### src/rtl/dvi_frame_sequencer.sv
// Raster timing, pixel pull and TMDS channel sequencing in the clk_pix domain.
// Optional DVI_SEQ_UF_COUNT_EN adds a per-frame saturating underflow pixel count (uf_count).
module dvi_frame_sequencer #(
  parameter int          H_RES     = 640,
  parameter int          H_FP      = 16,
  parameter int          H_SYNC    = 96,
  parameter int          H_BP      = 48,
  parameter int          V_RES     = 480,
  parameter int          V_FP      = 10,
  parameter int          V_SYNC    = 2,
  parameter int          V_BP      = 33,
  parameter logic        H_POL     = 1'b0,
  parameter logic        V_POL     = 1'b0,
  parameter logic [23:0] UF_COLOUR = 24'hFF00FF
) (
  input  logic        clk_pix,
  input  logic        rst_pix,
  input  logic        en,
  input  logic        pix_valid,
  input  logic [23:0] pix_rgb,
  output logic        pix_ready,
  output logic        de,
  output logic [7:0]  data_ch0,
  output logic [7:0]  data_ch1,
  output logic [7:0]  data_ch2,
  output logic [1:0]  ctrl_ch0,
  output logic [1:0]  ctrl_ch1,
  output logic [1:0]  ctrl_ch2,
  output logic        frame_start,
  output logic        busy,
  output logic        underflow
`ifdef DVI_SEQ_UF_COUNT_EN
  ,
  output logic [15:0] uf_count
`endif
);

  localparam int H_TOTAL = H_RES + H_FP + H_SYNC + H_BP;
  localparam int V_TOTAL = V_RES + V_FP + V_SYNC + V_BP;
  localparam int HW = $clog2(H_TOTAL + 1);
  localparam int VW = $clog2(V_TOTAL + 1);

  localparam logic [HW-1:0] H_LAST = HW'(H_TOTAL - 1);
  localparam logic [HW-1:0] H_ACT  = HW'(H_RES);
  localparam logic [HW-1:0] H_SS   = HW'(H_RES + H_FP);
  localparam logic [HW-1:0] H_SE   = HW'(H_RES + H_FP + H_SYNC);
  localparam logic [VW-1:0] V_LAST = VW'(V_TOTAL - 1);
  localparam logic [VW-1:0] V_ACT  = VW'(V_RES);
  localparam logic [VW-1:0] V_SS   = VW'(V_RES + V_FP);
  localparam logic [VW-1:0] V_SE   = VW'(V_RES + V_FP + V_SYNC);

  typedef enum logic [1:0] {ST_IDLE, ST_RUN, ST_DRAIN} state_t;

  state_t        state_q, state_d;
  logic [HW-1:0] sx_q, sx_d;
  logic [VW-1:0] sy_q, sy_d;
  logic          de_q, de_d;
  logic [23:0]   rgb_q, rgb_d;
  logic [1:0]    sync_q, sync_d;
  logic          fs_q, fs_d;
  logic          busy_q, busy_d;
  logic          uf_q, uf_d;
  logic          on, act, at_end, hs_act, vs_act, uf_hit;

  always_comb begin
    state_d = state_q;
    sx_d    = sx_q;
    sy_d    = sy_q;
    on      = (state_q != ST_IDLE);
    at_end  = (sx_q == H_LAST) && (sy_q == V_LAST);
    act     = on && (sx_q < H_ACT) && (sy_q < V_ACT);
    hs_act  = on && (sx_q >= H_SS) && (sx_q < H_SE);
    vs_act  = on && (sy_q >= V_SS) && (sy_q < V_SE);
    uf_hit  = act && !pix_valid;

    // A run stops only once the last position of the frame has been emitted.
    case (state_q)
      ST_IDLE:  if (en) state_d = ST_RUN;
      ST_RUN:   if (!en) state_d = at_end ? ST_IDLE : ST_DRAIN;
      ST_DRAIN: begin
        if (en)          state_d = ST_RUN;
        else if (at_end) state_d = ST_IDLE;
      end
      default:  state_d = ST_IDLE;
    endcase

    // IDLE parks at the last position so that starting wraps straight to (0,0).
    if (state_d != ST_IDLE) begin
      if (sx_q == H_LAST) begin
        sx_d = '0;
        sy_d = (sy_q == V_LAST) ? '0 : sy_q + VW'(1);
      end else begin
        sx_d = sx_q + HW'(1);
      end
    end

    de_d   = act;
    rgb_d  = act ? (pix_valid ? pix_rgb : UF_COLOUR) : 24'h0;
    sync_d = {vs_act ? V_POL : ~V_POL, hs_act ? H_POL : ~H_POL};
    fs_d   = on && (sx_q == '0) && (sy_q == '0);
    busy_d = on;
    uf_d   = uf_hit ? 1'b1 : (fs_d ? 1'b0 : uf_q);
  end

  always_ff @(posedge clk_pix or posedge rst_pix) begin
    if (rst_pix) begin
      state_q <= ST_IDLE;
      sx_q    <= H_LAST;
      sy_q    <= V_LAST;
      de_q    <= 1'b0;
      rgb_q   <= 24'h0;
      sync_q  <= {~V_POL, ~H_POL};
      fs_q    <= 1'b0;
      busy_q  <= 1'b0;
      uf_q    <= 1'b0;
    end else begin
      state_q <= state_d;
      sx_q    <= sx_d;
      sy_q    <= sy_d;
      de_q    <= de_d;
      rgb_q   <= rgb_d;
      sync_q  <= sync_d;
      fs_q    <= fs_d;
      busy_q  <= busy_d;
      uf_q    <= uf_d;
    end
  end

`ifdef DVI_SEQ_UF_COUNT_EN
  logic [15:0] uf_cnt_q, uf_cnt_d;
  logic [15:0] uf_count_q, uf_count_d;

  // Pixel (0,0) belongs to the new frame, so its underflow seeds the fresh count.
  always_comb begin
    uf_cnt_d   = uf_cnt_q;
    uf_count_d = uf_count_q;
    if (fs_d) begin
      uf_count_d = uf_cnt_q;
      uf_cnt_d   = uf_hit ? 16'd1 : 16'd0;
    end else if (uf_hit && (uf_cnt_q != 16'hFFFF)) begin
      uf_cnt_d   = uf_cnt_q + 16'd1;
    end
  end

  always_ff @(posedge clk_pix or posedge rst_pix) begin
    if (rst_pix) begin
      uf_cnt_q   <= 16'h0;
      uf_count_q <= 16'h0;
    end else begin
      uf_cnt_q   <= uf_cnt_d;
      uf_count_q <= uf_count_d;
    end
  end

  assign uf_count = uf_count_q;
`endif

  assign pix_ready   = act;
  assign de          = de_q;
  assign data_ch2    = rgb_q[23:16];
  assign data_ch1    = rgb_q[15:8];
  assign data_ch0    = rgb_q[7:0];
  assign ctrl_ch0    = sync_q;
  assign ctrl_ch1    = 2'b00;
  assign ctrl_ch2    = 2'b00;
  assign frame_start = fs_q;
  assign busy        = busy_q;
  assign underflow   = uf_q;

endmodule
### config.mk
export PLATFORM = sky130hd
export DESIGN_NAME = dvi_frame_sequencer
export DESIGN_NICKNAME = d
export VERILOG_FILES = /design/src/rtl/dvi_frame_sequencer.sv
export SDC_FILE = /design/constraint.sdc
export NUM_CORES = 1
export LEC_CHECK = 0
export BUFFER_PORTS_ARGS = -buffer_cell sky130_fd_sc_hd__buf_4
export CORE_ASPECT_RATIO = 0.8
export CORE_MARGIN = 1
export CORE_UTILIZATION = 35
export DETAILED_ROUTE_END_ITERATION = 10
export SLEW_MARGIN = 40
export SYNTH_ARGS = -nofsm -noshare
export SYNTH_HDL_FRONTEND = slang
export SYNTH_SLANG_ARGS = --single-unit
export TNS_END_PERCENT = 100
### constraint.sdc
create_clock -name clk_pix -period 2.5 [get_ports clk_pix]
set_clock_uncertainty 0.05 [all_clocks]
set_input_delay 0.125 -clock clk_pix [delete_from_list [all_inputs] [get_ports clk_pix]]
set_output_delay 0.125 -clock clk_pix [all_outputs]
set_load 0.02 [all_outputs]
---- After elaboration in Yosys (flattened, before gate mapping) ----
Cells that the tools add are included.
word-level totals
  register bits after elaboration ......... 52
  bits of input ports ..................... 28
  output and inout port bits .............. 35
  logic and storage cells ................. 53
cells by class
  add/subtract/negate cells ............... 2
  order comparisons ....................... 6
  equality and inequality tests ........... 4
  multiplexer cells ....................... 14
  reductions and logical operators ........ 18
operator list
  kind                                                   number
  2-to-1 mux 24 bit                                      2
  adder 10 x 1 -> 10 bit (second input constant)         2
  == test 10 bit (second input constant)                 2
  zero test 10 bit                                       2
  < comparator 10 bit (second input constant)            2
  < comparator 10 x 9 -> 1 bit (second input constant)   2
  2-to-1 mux 10 bit                                      2
  >= comparator 10 bit (second input constant)           1
  >= comparator 10 x 9 -> 1 bit (second input constant)  1
  logical AND 1 bit                                      10
  2-to-1 mux 2 bit                                       5
  one-hot mux 2 bit (3 select lines)                     1
  nonzero test 2 bit                                     3
  2-to-1 mux 1 bit                                       4
  == test 2 x 1 -> 1 bit (second input constant)         1
  == test 2 bit (second input constant)                  1
  zero test 2 bit                                        1
  AND reduction 2 bit                                    1
  zero test 1 bit                                        1

---- Longest topological paths before layout ----
Gate-level depths: netlist of run 1.
  word-level depth ........................ 7
  gate-level depth with buffers ........... 7
  gate-level depth less buffers ........... 7

---- Least setup slack after synthesis of run 1 ----
Ideal clock, no wire load.
  kind .................................... flip-flop to flip-flop
  start ................................... reg sx_q[0]
  end ..................................... reg sy_q[2]
  setup time .............................. 84 ps
  arrival ................................. 1848 ps
  required time ........................... 2366 ps
  path slack .............................. 518 ps
  cell stages (with the launch flop) ...... 7
  path buffers ............................ 0
  period minus slack after synthesis ...... 1982 ps
  path through ............................ dfstp_2 ha_1 nand3_1 or3_4 or3_1 o21ai_0 mux2i_1
on the way
  longest elaborated chain between the ends .. 7
  elaborated cells on any way between the ends .. 9
  those cells by class .................... eq/ne: 1; mux: 5; reduce/logical: 3
RTL lines
  what                                        line    source
  start: declaration                          55      logic [HW-1:0] sx_q, sx_d;
  start signal: assignment                    108     sx_q <= H_LAST;
  start signal: assignment                    118     sx_q <= sx_d;
  == test 10 bit *                            70, 89
  logical AND 1 bit                           70      at_end = (sx_q == H_LAST) && (sy_q == V_LAST);
  2-to-1 mux 2 bit, on equally long branches  82, 79
  2-to-1 mux 2 bit, on equally long branches  81, 79
  one-hot mux 2 bit (3 select lines)          77      case (state_q)
  nonzero test 2 bit                          88      if (state_d != ST_IDLE) begin
  AND reduction 2 bit (no line) *             n/a
  end signal: assignment                      119     sy_q <= sy_d;
  end: declaration                            56      logic [VW-1:0] sy_q, sy_d;
Every way passes the cells marked *; elsewhere a longest branch is shown, timed or not.
A chain may end at the register's enable or synchronous reset.

---- Worst setup path after layout of run 1 ----
  start ................................... reg sx_q[0]
  end ..................................... reg sx_q[5]
on the way
  longest elaborated chain between the ends .. 6
  elaborated cells on any way between the ends .. 10
  those cells by class .................... add/sub: 1; eq/ne: 1; mux: 6; reduce/logical: 2
RTL lines
  what                                        line
  == test 10 bit                              70, 89
  logical AND 1 bit                           70
  2-to-1 mux 2 bit, on equally long branches  82, 79
  2-to-1 mux 2 bit, on equally long branches  81, 79
  one-hot mux 2 bit (3 select lines)          77
  nonzero test 2 bit                          88
Parallel ways exist; a longest one is shown, timed or not.

==> results of run 1 <==
power by group:
group | switching [uW] | total (uW) | leakage (uW) | internal [uW]
sequential | 167 | 1220 | 0.000625 | 1060
clock | 301 | 507 | 0.0000463 | 206
combinational | 408 | 726 | 0.000889 | 317
total | 876 | 2460 | 0.00156 | 1580
per-layer routing:
layer  wire length, um  share of wire [%]  vias up
li1                  -                  -      898
met1              2550                 51      861
met5                 0                  0        -
met3               212                4.2        4
met2              2210                 44       49
met4                51                1.0        0
critical path, stage by stage (launching register included):
cell and delay (ns):
dfstp_2 0.59, ha_1 0.18, nand3_1 0.19, or3_4 0.48
o31ai_4 0.39, or4_1 0.17, nand2_1 0.05
flip-flops by register name (all words and copies together) (netlist names):
register     flops
sx_q            10
busy             1
frame_start      1
rgb_q           24
state_q          2
de               1
underflow        1
ctrl_ch0         2
sy_q            10
area by class of cell:
cell class              instances  area (um^2)
repair buffers                 82          666
inverters                      28          105
clock buffers                   5         68.8
fillers                       610         3260
well taps                      84          105
flip-flops and latches         52         1320
clock inverters                 3         27.5
multi-input cells             132          860
kinds of logic (layout without fill, tap and decap cells):
kind of cell             count (synthesis)  after routing
AND/OR/NAND/NOR                         78             78
flip-flops                              52             52
adder cells (fa/ha/maj)                  4              4
multiplexers                             3              3
other                                    1              4
AO/OA/AOI/OAI                           32             32
buffers and inverters                   37            118
XOR/XNOR                                11             11
final timing paths:
path | startpoint | to | slack [ns] | cells past startpoint
min in group asynchronous | rst_pix | rgb_q[18]$_DFF_PP0_ | 0.35 | 3
worst min-delay path | pix_rgb[21] | rgb_q[21]$_DFF_PP0_ | 0.005 | 3
max in group asynchronous | rst_pix | sx_q[4]$_DFFE_PP1P_ | 1.38 | 4
worst min register to register | sx_q[1]$_DFFE_PP1P_ | sx_q[1]$_DFFE_PP1P_ | 0.44 | 2
worst max register to register | sx_q[0]$_DFFE_PP1P_ | sx_q[5]$_DFFE_PP0P_ | 0.29 | 6
worst max-delay path | sx_q[0]$_DFFE_PP1P_ | sx_q[5]$_DFFE_PP0P_ | 0.29 | 6
through the flow:
stage | std cells | hold WS, ns | power [uW]
after floorplan | 221 | 0.147 | 1640
after global placement | 358 | 0.156 | 1920
after detailed placement | 358 | 0.162 | 1940
after CTS | 384 | 0.00129 | 2480
after global routing | 386 | 0.00196 | 2620
final | 386 | 0.00502 | 2460
cell usage in the layout (no fill, tap or decap), types with 2 or more instances in the layout:
master         instances
xnor2_1                4
and3_1                 9
o21ai_0                5
mux2i_1                3
dfrtp_1               40
nand3_1                8
dlygate4sd3_1         20
xor2_1                 7
nand2_1               15
nor4_1                 2
inv_1                 27
or4_1                  2
dfstp_2               12
nor2_1                10
a21oi_1               17
nand4_1                7
clkbuf_8               5
ha_1                   4
or3_1                  2
conb_1                 4
buf_4                 62
nor3_1                10
o211ai_1               2
and3b_2                2
o31ai_1                2
timing repair:
action,in CTS,in global routing
gates resized for setup,0,0
hold endpoints to repair,41,2
hold buffers,18,2
==> metrics.md, run 1 <==
| Metric | Value |
|---|---|
| Seq/Total Area, Yosys | `56.7%` |
| Synth top area cells | `dfrtp_1 43%, dfstp_2 14%, inv_1 4.5%, a21oi_1 3.7%, xor2_1 2.6%` |
| Final setup fails | `0` |
| DR vias/cell | `4.69` |
| Syn-to-layout area delta | `35.7%` |
| Ports | `63` |
| Worst-Skew Late Latency | `0.31 ns` |
| Proportion of netlist area held by the largest area contributor | `43.1%` |
| Maximum vdd drop | `0.259 mV` |
| Crit Path Max Fanout | `7` |
| Final Core Density | `49.1%` |
| Die width | `93.0 um` |
| Clock Path Buffers | `2` |
| GR Util All Layers | `15.2%` |
| Syn_area_per_cell | `10.6 um^2` |
| Worst slew margin | `63.3%` |
| DRC errors left | `0` |
| Peak Freq | `453 MHz` |
| Antenna Violating Nets Remaining | `0` |
| Worst Setup Start Kind | `flop` |
| Core area | `6410 um^2` |
| Post-synth cell types | `42` |
| Ys Warns | `0` |
| Synth area leader | `dfrtp_1` |
| Initial antenna violation count | `0` |
| Grt peak-use layer | `met2` |
| Fin crit period | `2.21 ns` |
| Setup CP Type | `reg -> reg` |
| Pwr dens | `781 nW/um^2` |
| Die height | `74.8 um` |
| Grt met3 use | `3.13%` |
| Total iterations of the first detailed-routing run | `4` |
| Async S/R FF share, synth | `100%` |
| Fin crit share | `88.3%` |
| Clock sinks | `52` |
| Post-detail-place hpwl | `3540 um` |
| Layout cells sized above 1 | `31.8%` |
| Main combinational cell family by area after synthesis | `simple AND/OR/NAND/NOR gates` |
| Pleak | `0.00156 uW` |
| # port buffers | `58` |
| Hold Crit Class | `in -> reg` |
| Final Hold Viols | `0` |
| Fin worst setup slack | `0.292 ns` |
| First-pass GRT wire length | `8190 um` |
| WP data arrival | `2.36 ns` |
| Area share of xor/xnor cells in the synthesized design | `4.15%` |
| Status | `finished clean` |
| Compound-Gate Fraction of Synth Area | `9.06%` |
| Pre-CTS setup slack | `0.334 ns` |
| Ant. Diodes | `0` |
| Most common cell in the synthesized netlist | `dfrtp_1` |
| RSZ-0062 raised after global routing | `no` |
| M1 GR Usage | `22.3%` |
| Worst Tran Pin Value | `0.548 ns` |
| Post-synthesis mux area share | `1.29%` |
| Die area | `6960 um^2` |
| Placed Area | `2850 um^2` |
| WL per Instance | `13.0 um` |
| TNS Setup | `0 ns` |
| Initial Util | `36.2%` |
| Post-CTS setup buffer count | `0` |
| Critical path required time | `2.65 ns` |
| Met2 Use GR | `22.9%` |
| Clock buffer count from CTS | `5` |
| Final wirelength | `5020 um` |
| Area of the mapped netlist | `2320 um^2` |
| Synthesized netlist cell count | `218` |
| Grt total ovfl | `0` |
| Root Buffer | `clkbuf_8` |
| GP Congestion | `0.829` |
| Drt first-iter violations | `72` |
| Main synth FF type | `dfrtp_1` |
| Worst setup EP type | `flop` |
| Number of synthesized flops with an enable pin | `0` |
| Nets | `333` |
| Number of global-route vias before repair | `1684` |
| Most frequent cells after synthesis | `40 x dfrtp_1, 28 x inv_1, 17 x a21oi_1` |
| Post-Synth Adder-Cell Area | `2.16%` |
| Largest net degree at the start of global routing | `27` |
| Max-Cap Viols | `0` |
| Clock-pin slew on the worst setup and hold paths | `0.10 ns` |
| Synth Register Bits | `52` |
| Cell row count | `26` |
| Vias | `1812` |
| Max-slew violation count | `0` |
| CTS tree | `yes` |
| Synth Area in Simple Gates | `19.7%` |
| Final instance area | `3150 um^2` |
| H-tree levels | `2` |
(Power assumes the default switching activity.)
==> run 2: changes to the inputs <==
- RECOVER_POWER: not set -> 25
- SLEW_MARGIN: 40 -> not set
==> metrics.md, run 2 (same netlist as run 1, synthesis figures left out) <==
| Metric | Value |
|---|---|
| Core area | `6410 um^2 (unchanged)` |
| Final setup fails | `0 (unchanged)` |
| Max reg flops | `24 (unchanged)` |
| Most frequent cells in the layout | `53 x buf_4, 40 x dfrtp_1, 28 x inv_1` |
| Die width | `93.0 um (unchanged)` |
| # port buffers | `58 (unchanged)` |
| GR Util All Layers | `15.2% (unchanged)` |
| Antenna Violating Nets Remaining | `0 (unchanged)` |
| Layout cells sized above 1 | `28.8% (-3.0 points)` |
| Worst setup path endpoint | `sx_q[5]$_DFFE_PP0P_` |
| Drt first-iter violations | `60 (-17%)` |
| Ant. Diodes | `0 (unchanged)` |
| Max-slew violation count | `0 (unchanged)` |
| Clock Path Buffers | `2 (unchanged)` |
| Final Core Density | `48.7% (-0.47 points)` |
| Root Buffer | `clkbuf_8` |
| Worst Setup Start Kind | `flop` |
| Net Switching | `876 uW (about the same)` |
| First-pass GRT wire length | `8190 um (unchanged)` |
| Vias | `1805 (-0.39%)` |
| Comb pwr share | `28.9% (-0.6 points)` |
| Pre-CTS setup slack | `0.334 ns (unchanged)` |
| Total iterations of the first detailed-routing run | `4 (unchanged)` |
| Worst-Skew Late Latency | `0.31 ns (about the same)` |
| Peak Freq | `454 MHz (+0.18%)` |
| R2R Path Start | `sx_q[0]$_DFFE_PP1P_` |
| Sequential fraction of design power | `50.3% (+0.5 points)` |
| DRC errors left | `0 (unchanged)` |
| Initial antenna violation count | `0 (unchanged)` |
| H-tree levels | `2 (unchanged)` |
| RSZ-0062 raised after global routing | `no` |
| Die area | `6960 um^2 (unchanged)` |
| Pwr dens | `780 nW/um^2 (about the same)` |
| Number of fillers in the final layout | `615 (+0.82%)` |
| DR vias/cell | `4.68 (-0.39%)` |
| P_int | `1560 uW (-1.5%)` |
| Worst Tran Pin Value | `0.916 ns (+0.369 ns)` |
| Nets | `333 (unchanged)` |
| Crit Path Max Fanout | `7 (unchanged)` |
| Flop2flop setup slack | `0.30 ns (about the same)` |
| Pleak | `0.00153 uW (-1.9%)` |
| Placed Area | `2850 um^2 (unchanged)` |
| WP data arrival | `2.36 ns (about the same)` |
| Biggest register | `rgb_q` |
| CTS tree | `yes` |
| TNS Setup | `0 ns (unchanged)` |
| Grt total ovfl | `0 (unchanged)` |
| Critical path required time | `2.66 ns (about the same)` |
| Die height | `74.8 um (unchanged)` |
| Switch share | `36.0% (+0.36 points)` |
| Number of global-route vias before repair | `1684 (unchanged)` |
| GP Congestion | `0.829 (unchanged)` |
| Initial Util | `36.2% (unchanged)` |
| Max-Cap Viols | `0 (unchanged)` |
| Reg2reg path depth | `6 (unchanged)` |
| Post-detail-place hpwl | `3540 um (unchanged)` |
| Worst slew margin | `38.8% (-25 points)` |
| Post-CTS setup buffer count | `0 (unchanged)` |
| Ports | `63 (unchanged)` |
| Clock-pin slew on the worst setup and hold paths | `0.10 ns (about the same)` |
| Fin crit period | `2.20 ns (-0.00388 ns)` |
| Final wirelength | `5030 um (+0.16%)` |
| Setup CP Type | `reg -> reg` |
| Fin worst setup slack | `0.296 ns (+0.00388 ns)` |
| Final Hold Viols | `0 (unchanged)` |
| Cell row count | `26 (unchanged)` |
| Syn-to-layout area delta | `34.4%` |
| WL per Instance | `13.0 um (+0.16%)` |
| Regs by FF count | `rgb_q (24), sx_q (10), sy_q (10)` |
| Hold Crit Class | `in -> reg` |
| Most common cell after layout, fill and taps aside | `buf_4` |
| Clock sinks | `52 (unchanged)` |
| Largest net degree at the start of global routing | `27 (unchanged)` |
| Fin crit share | `88.2% (-0.16 points)` |
| Final instance area | `3120 um^2 (-0.95%)` |
| Worst setup EP type | `flop` |
| Status | `finished clean` |
| Post-CTS Resized | `0 (unchanged)` |
| Maximum vdd drop | `0.259 mV (about the same)` |
| R2r endpoint | `sx_q[5]$_DFFE_PP0P_` |
| Clock power frac | `20.9% (+0.3 points)` |
| Crit. Startpoint | `sx_q[0]$_DFFE_PP1P_` |
| Clock buffer count from CTS | `5 (unchanged)` |
run 2: repair_timing:
item,CTS,global route
setup endpoints to repair,0,0
hold buffers,18,2
hold endpoints to repair,41,2
run 2: cell type report:
cell class                      count  area [um^2]  area share [%]
Tap cell                           84          105            3.37
Sequential cell                    52         1320            42.2
Clock buffer                        5         68.8            2.21
Timing Repair Buffer               82          636            20.4
Multi-Input combinational cell    132          860            27.6
Inverter                           28          105            3.37
Clock inverter                      3         27.5           0.883
run 2: per-layer routing:
metal | GRT usage, % | vias to the layer above | wire length [um]
li1 | - | 898 | -
met1 | 22.3 | 857 | 2570
met2 | 22.9 | 46 | 2200
met3 | 3.13 | 4 | 206
met4 | 4.62 | 0 | 51
met5 | 0 | - | 0
run 2: worst min path at each step:
stage                 from  cells past startpoint                    to
3_3_place_gp       rst_pix                      2    rgb_q[6]$_DFF_PP0_
2_1_floorplan           en                      1  state_q[1]$_DFF_PP0_
3_5_place_dp       rst_pix                      2    rgb_q[9]$_DFF_PP0_
6_report       pix_rgb[21]                      3   rgb_q[21]$_DFF_PP0_
5_1_grt        pix_rgb[21]                      3   rgb_q[21]$_DFF_PP0_
4_1_cts        pix_rgb[21]                      3   rgb_q[21]$_DFF_PP0_
run 2: power by group through the flow:
stage | Sequential (uW) | Combinational [uW] | Clock [uW]
after floorplan | 1290 | 356 | 0
after global placement | 1230 | 695 | 0
after detailed placement | 1240 | 705 | 0
after CTS | 1220 | 729 | 526
after global routing | 1260 | 772 | 565
final | 1220 | 702 | 507
run 2: metrics by stage:
| step | total power, uW | hold WS [ns] | instances |
|---|---|---|---|
| after floorplan | 1640 | 0.147 | 221 |
| after global placement | 1920 | 0.156 | 358 |
| after detailed placement | 1940 | 0.162 | 358 |
| after CTS | 2480 | 0.00129 | 384 |
| after global routing | 2590 | 0.00196 | 386 |
| final | 2430 | 0.00480 | 386 |
run 2: worst max-delay path, stage by stage (launching register included):
cell     delay [ns]
dfstp_2        0.59
ha_1           0.18
nand3_1        0.19
or3_4          0.48
o31ai_4        0.39
or4_1          0.17
nand2_1        0.05
==> run 3: changes to the inputs <==
- CORE_UTILIZATION: 35 -> 40
==> metrics.md, run 3 (same netlist as run 1, synthesis figures left out) <==
| Metric | Value |
|---|---|
| Status | `finished clean` |
| Max incr delay on CP | `0.58 ns (about the same)` |
| Most frequent cells in the layout | `41 x buf_4, 40 x dfrtp_1, 28 x inv_1` |
| Post-CTS Resized | `0 (unchanged)` |
| Setup CP Type | `reg -> reg` |
| Nets | `334 (+0.30%)` |
| WL per Instance | `13.8 um (+5.6%)` |
| Layout cells sized above 1 | `24.8% (-4.1 points)` |
| Switch share | `33.8% (-2.2 points)` |
| Core area | `5530 um^2 (-14%)` |
| DRC errors left | `0 (unchanged)` |
| H-tree levels | `2 (unchanged)` |
| Number of fillers in the final layout | `516 (-16%)` |
| Cell row count | `24 (-7.7%)` |
| Vias | `1830 (+1.4%)` |
| Max-Cap Viols | `0 (unchanged)` |
| Crit Path Max Fanout | `6 (-1)` |
| Clock-pin slew on the worst setup and hold paths | `0.10 ns (about the same)` |
| Worst slew margin | `21.0% (-18 points)` |
| Final instance area | `3100 um^2 (-0.60%)` |
| Critical path cell sequence | `ha_1, nand3_1, or3_4, or3_1, o21ai_0, mux2i_1` |
| Pleak | `0.00150 uW (-1.9%)` |
| DR vias/cell | `4.80 (+2.7%)` |
| Comb pwr share | `27.1% (-1.8 points)` |
| Drt first-iter violations | `78 (+30%)` |
| # port buffers | `58 (unchanged)` |
| Die width | `87.1 um (-6.3%)` |
| Syn-to-layout area delta | `33.6%` |
| Regs by FF count | `rgb_q (24), sx_q (10), sy_q (10)` |
| GP Congestion | `0.874 (+5.5%)` |
| Slowest cell on the critical path | `dfstp_2` |
| Ant. Diodes | `0 (unchanged)` |
| Max reg flops | `24 (unchanged)` |
| Worst setup EP type | `flop` |
| Ports | `63 (unchanged)` |
| Grt total ovfl | `0 (unchanged)` |
| TNS Setup | `0 ns (unchanged)` |
| Biggest register | `rgb_q` |
| Maximum vdd drop | `0.311 mV (+20%)` |
| CTS tree | `yes` |
| Antenna Violating Nets Remaining | `0 (unchanged)` |
| Pwr dens | `818 nW/um^2 (+4.8%)` |
| Initial Util | `42.0% (+5.8 points)` |
| Multi-input gate area | `860 um^2 (unchanged)` |
| Root Buffer | `clkbuf_8` |
| RSZ-0062 raised after global routing | `no` |
| P_int | `1680 uW (+7.8%)` |
| First-pass GRT wire length | `8540 um (+4.3%)` |
| Post-CTS setup buffer count | `0 (unchanged)` |
| Largest net degree at the start of global routing | `32 (+19%)` |
| Fin crit period | `2.19 ns (-0.0139 ns)` |
| Most common cell after layout, fill and taps aside | `buf_4` |
| Net Switching | `858 uW (-2.1%)` |
| Worst Tran Pin Value | `1.18 ns (+0.268 ns)` |
| Final wirelength | `5240 um (+4.3%)` |
| Worst-Skew Late Latency | `0.31 ns (about the same)` |
| Fin crit share | `87.6% (-0.56 points)` |
| Max-slew violation count | `0 (unchanged)` |
| Die height | `70.1 um (-6.3%)` |
| Initial antenna violation count | `0 (unchanged)` |
| Peak Freq | `457 MHz (+0.63%)` |
| Post-detail-place hpwl | `3610 um (+2.2%)` |
| Total iterations of the first detailed-routing run | `5 (+1)` |
| Critical path required time | `2.69 ns (+0.03 ns)` |
| Clock power frac | `25.0% (+4.1 points)` |
| Placed Area | `2850 um^2 (unchanged)` |
| Worst Setup Start Kind | `flop` |
| Sequential fraction of design power | `47.9% (-2.4 points)` |
| Final setup fails | `0 (unchanged)` |
| WP data arrival | `2.38 ns (+0.02 ns)` |
| Sequential cell area | `1320 um^2 (unchanged)` |
| Clock sinks | `52 (unchanged)` |
| Clock Path Buffers | `2 (unchanged)` |
| GR Util All Layers | `18.2% (+3.0 points)` |
| Number of global-route vias before repair | `1684 (unchanged)` |
| Final Hold Viols | `0 (unchanged)` |
| Clock buffer count from CTS | `5 (unchanged)` |
| Die area | `6110 um^2 (-12%)` |
| Hold Crit Class | `in -> reg` |
-- run 3: repair_timing --
item,4_1_cts,5_1_grt
hold buffers,19,1
hold endpoints to repair,35,1
setup endpoints to repair,0,0
-- run 3: path summary, 6_finish.rpt --
kind,to,start,cells past startpoint,slack (ns)
max in group asynchronous,rgb_q[18]$_DFF_PP0_,rst_pix,4,0.94
worst max-delay path,sy_q[2]$_DFFE_PP1P_,sx_q[0]$_DFFE_PP1P_,6,0.31
min in group asynchronous,sx_q[5]$_DFFE_PP0P_,rst_pix,3,0.65
worst max register to register,sy_q[2]$_DFFE_PP1P_,sx_q[0]$_DFFE_PP1P_,6,0.31
worst min register to register,sx_q[1]$_DFFE_PP1P_,sx_q[1]$_DFFE_PP1P_,2,0.44
worst min-delay path,rgb_q[11]$_DFF_PP0_,pix_rgb[11],2,0.01
-- run 3: per-stage QoR --
| step | power (uW) | setup slack, ns | utilization, % | hold slack, ns | instances |
|---|---|---|---|---|---|
| 6_report | 2530 | 0.310 | 56.1 | 0.0147 | 381 |
| 5_1_grt | 2680 | 0.170 | 56.1 | 0.00236 | 381 |
| 4_1_cts | 2600 | 0.330 | 57.3 | 0.00123 | 380 |
| 3_5_place_dp | 1940 | 0.340 | 51.6 | 0.215 | 353 |
| 3_3_place_gp | 1930 | 0.410 | 51.6 | 0.217 | 353 |
| 2_1_floorplan | 1640 | 0.518 | - | 0.147 | 221 |
-- run 3: cell type report --
| cell class | count | area share [%] |
|---|---|---|
| Sequential cell | 52 | 42.5 |
| Multi-Input combinational cell | 132 | 27.7 |
| Timing Repair Buffer | 83 | 19.2 |
| Inverter | 28 | 3.39 |
| Tap cell | 78 | 3.15 |
| Clock buffer | 7 | 3.11 |
| Clock inverter | 1 | 0.969 |
-- run 3: critical path: cells and delay by family (launching register included) --
| kind | cells | cell delay (ns) |
|---|---|---|
| AO/OA/AOI/OAI | 1 | 0.10 |
| adder cells (fa/ha/maj) | 1 | 0.18 |
| flip-flops | 1 | 0.58 |
| multiplexers | 1 | 0.10 |
| AND/OR/NAND/NOR | 3 | 1.11 |
-- run 3: per-layer routing --
metal  vias to the layer above  part of all wire [%]  global-route usage, %
li1                        899                     -                      -
met1                       878                    49                   26.9
met5                         -                     0                      0
met2                        51                    45                   26.9
met3                         2                   5.1                   4.61
met4                         0                  0.67                   4.37
-- run 3: power groups by stage --
stage / sequential, uW / clock (uW) / combinational, uW
final: 1220 / 633 / 687
after global routing: 1240 / 672 / 763
after CTS: 1210 / 645 / 741
after detailed placement: 1230 / 0 / 715
after global placement: 1230 / 0 / 707
after floorplan: 1290 / 0 / 356
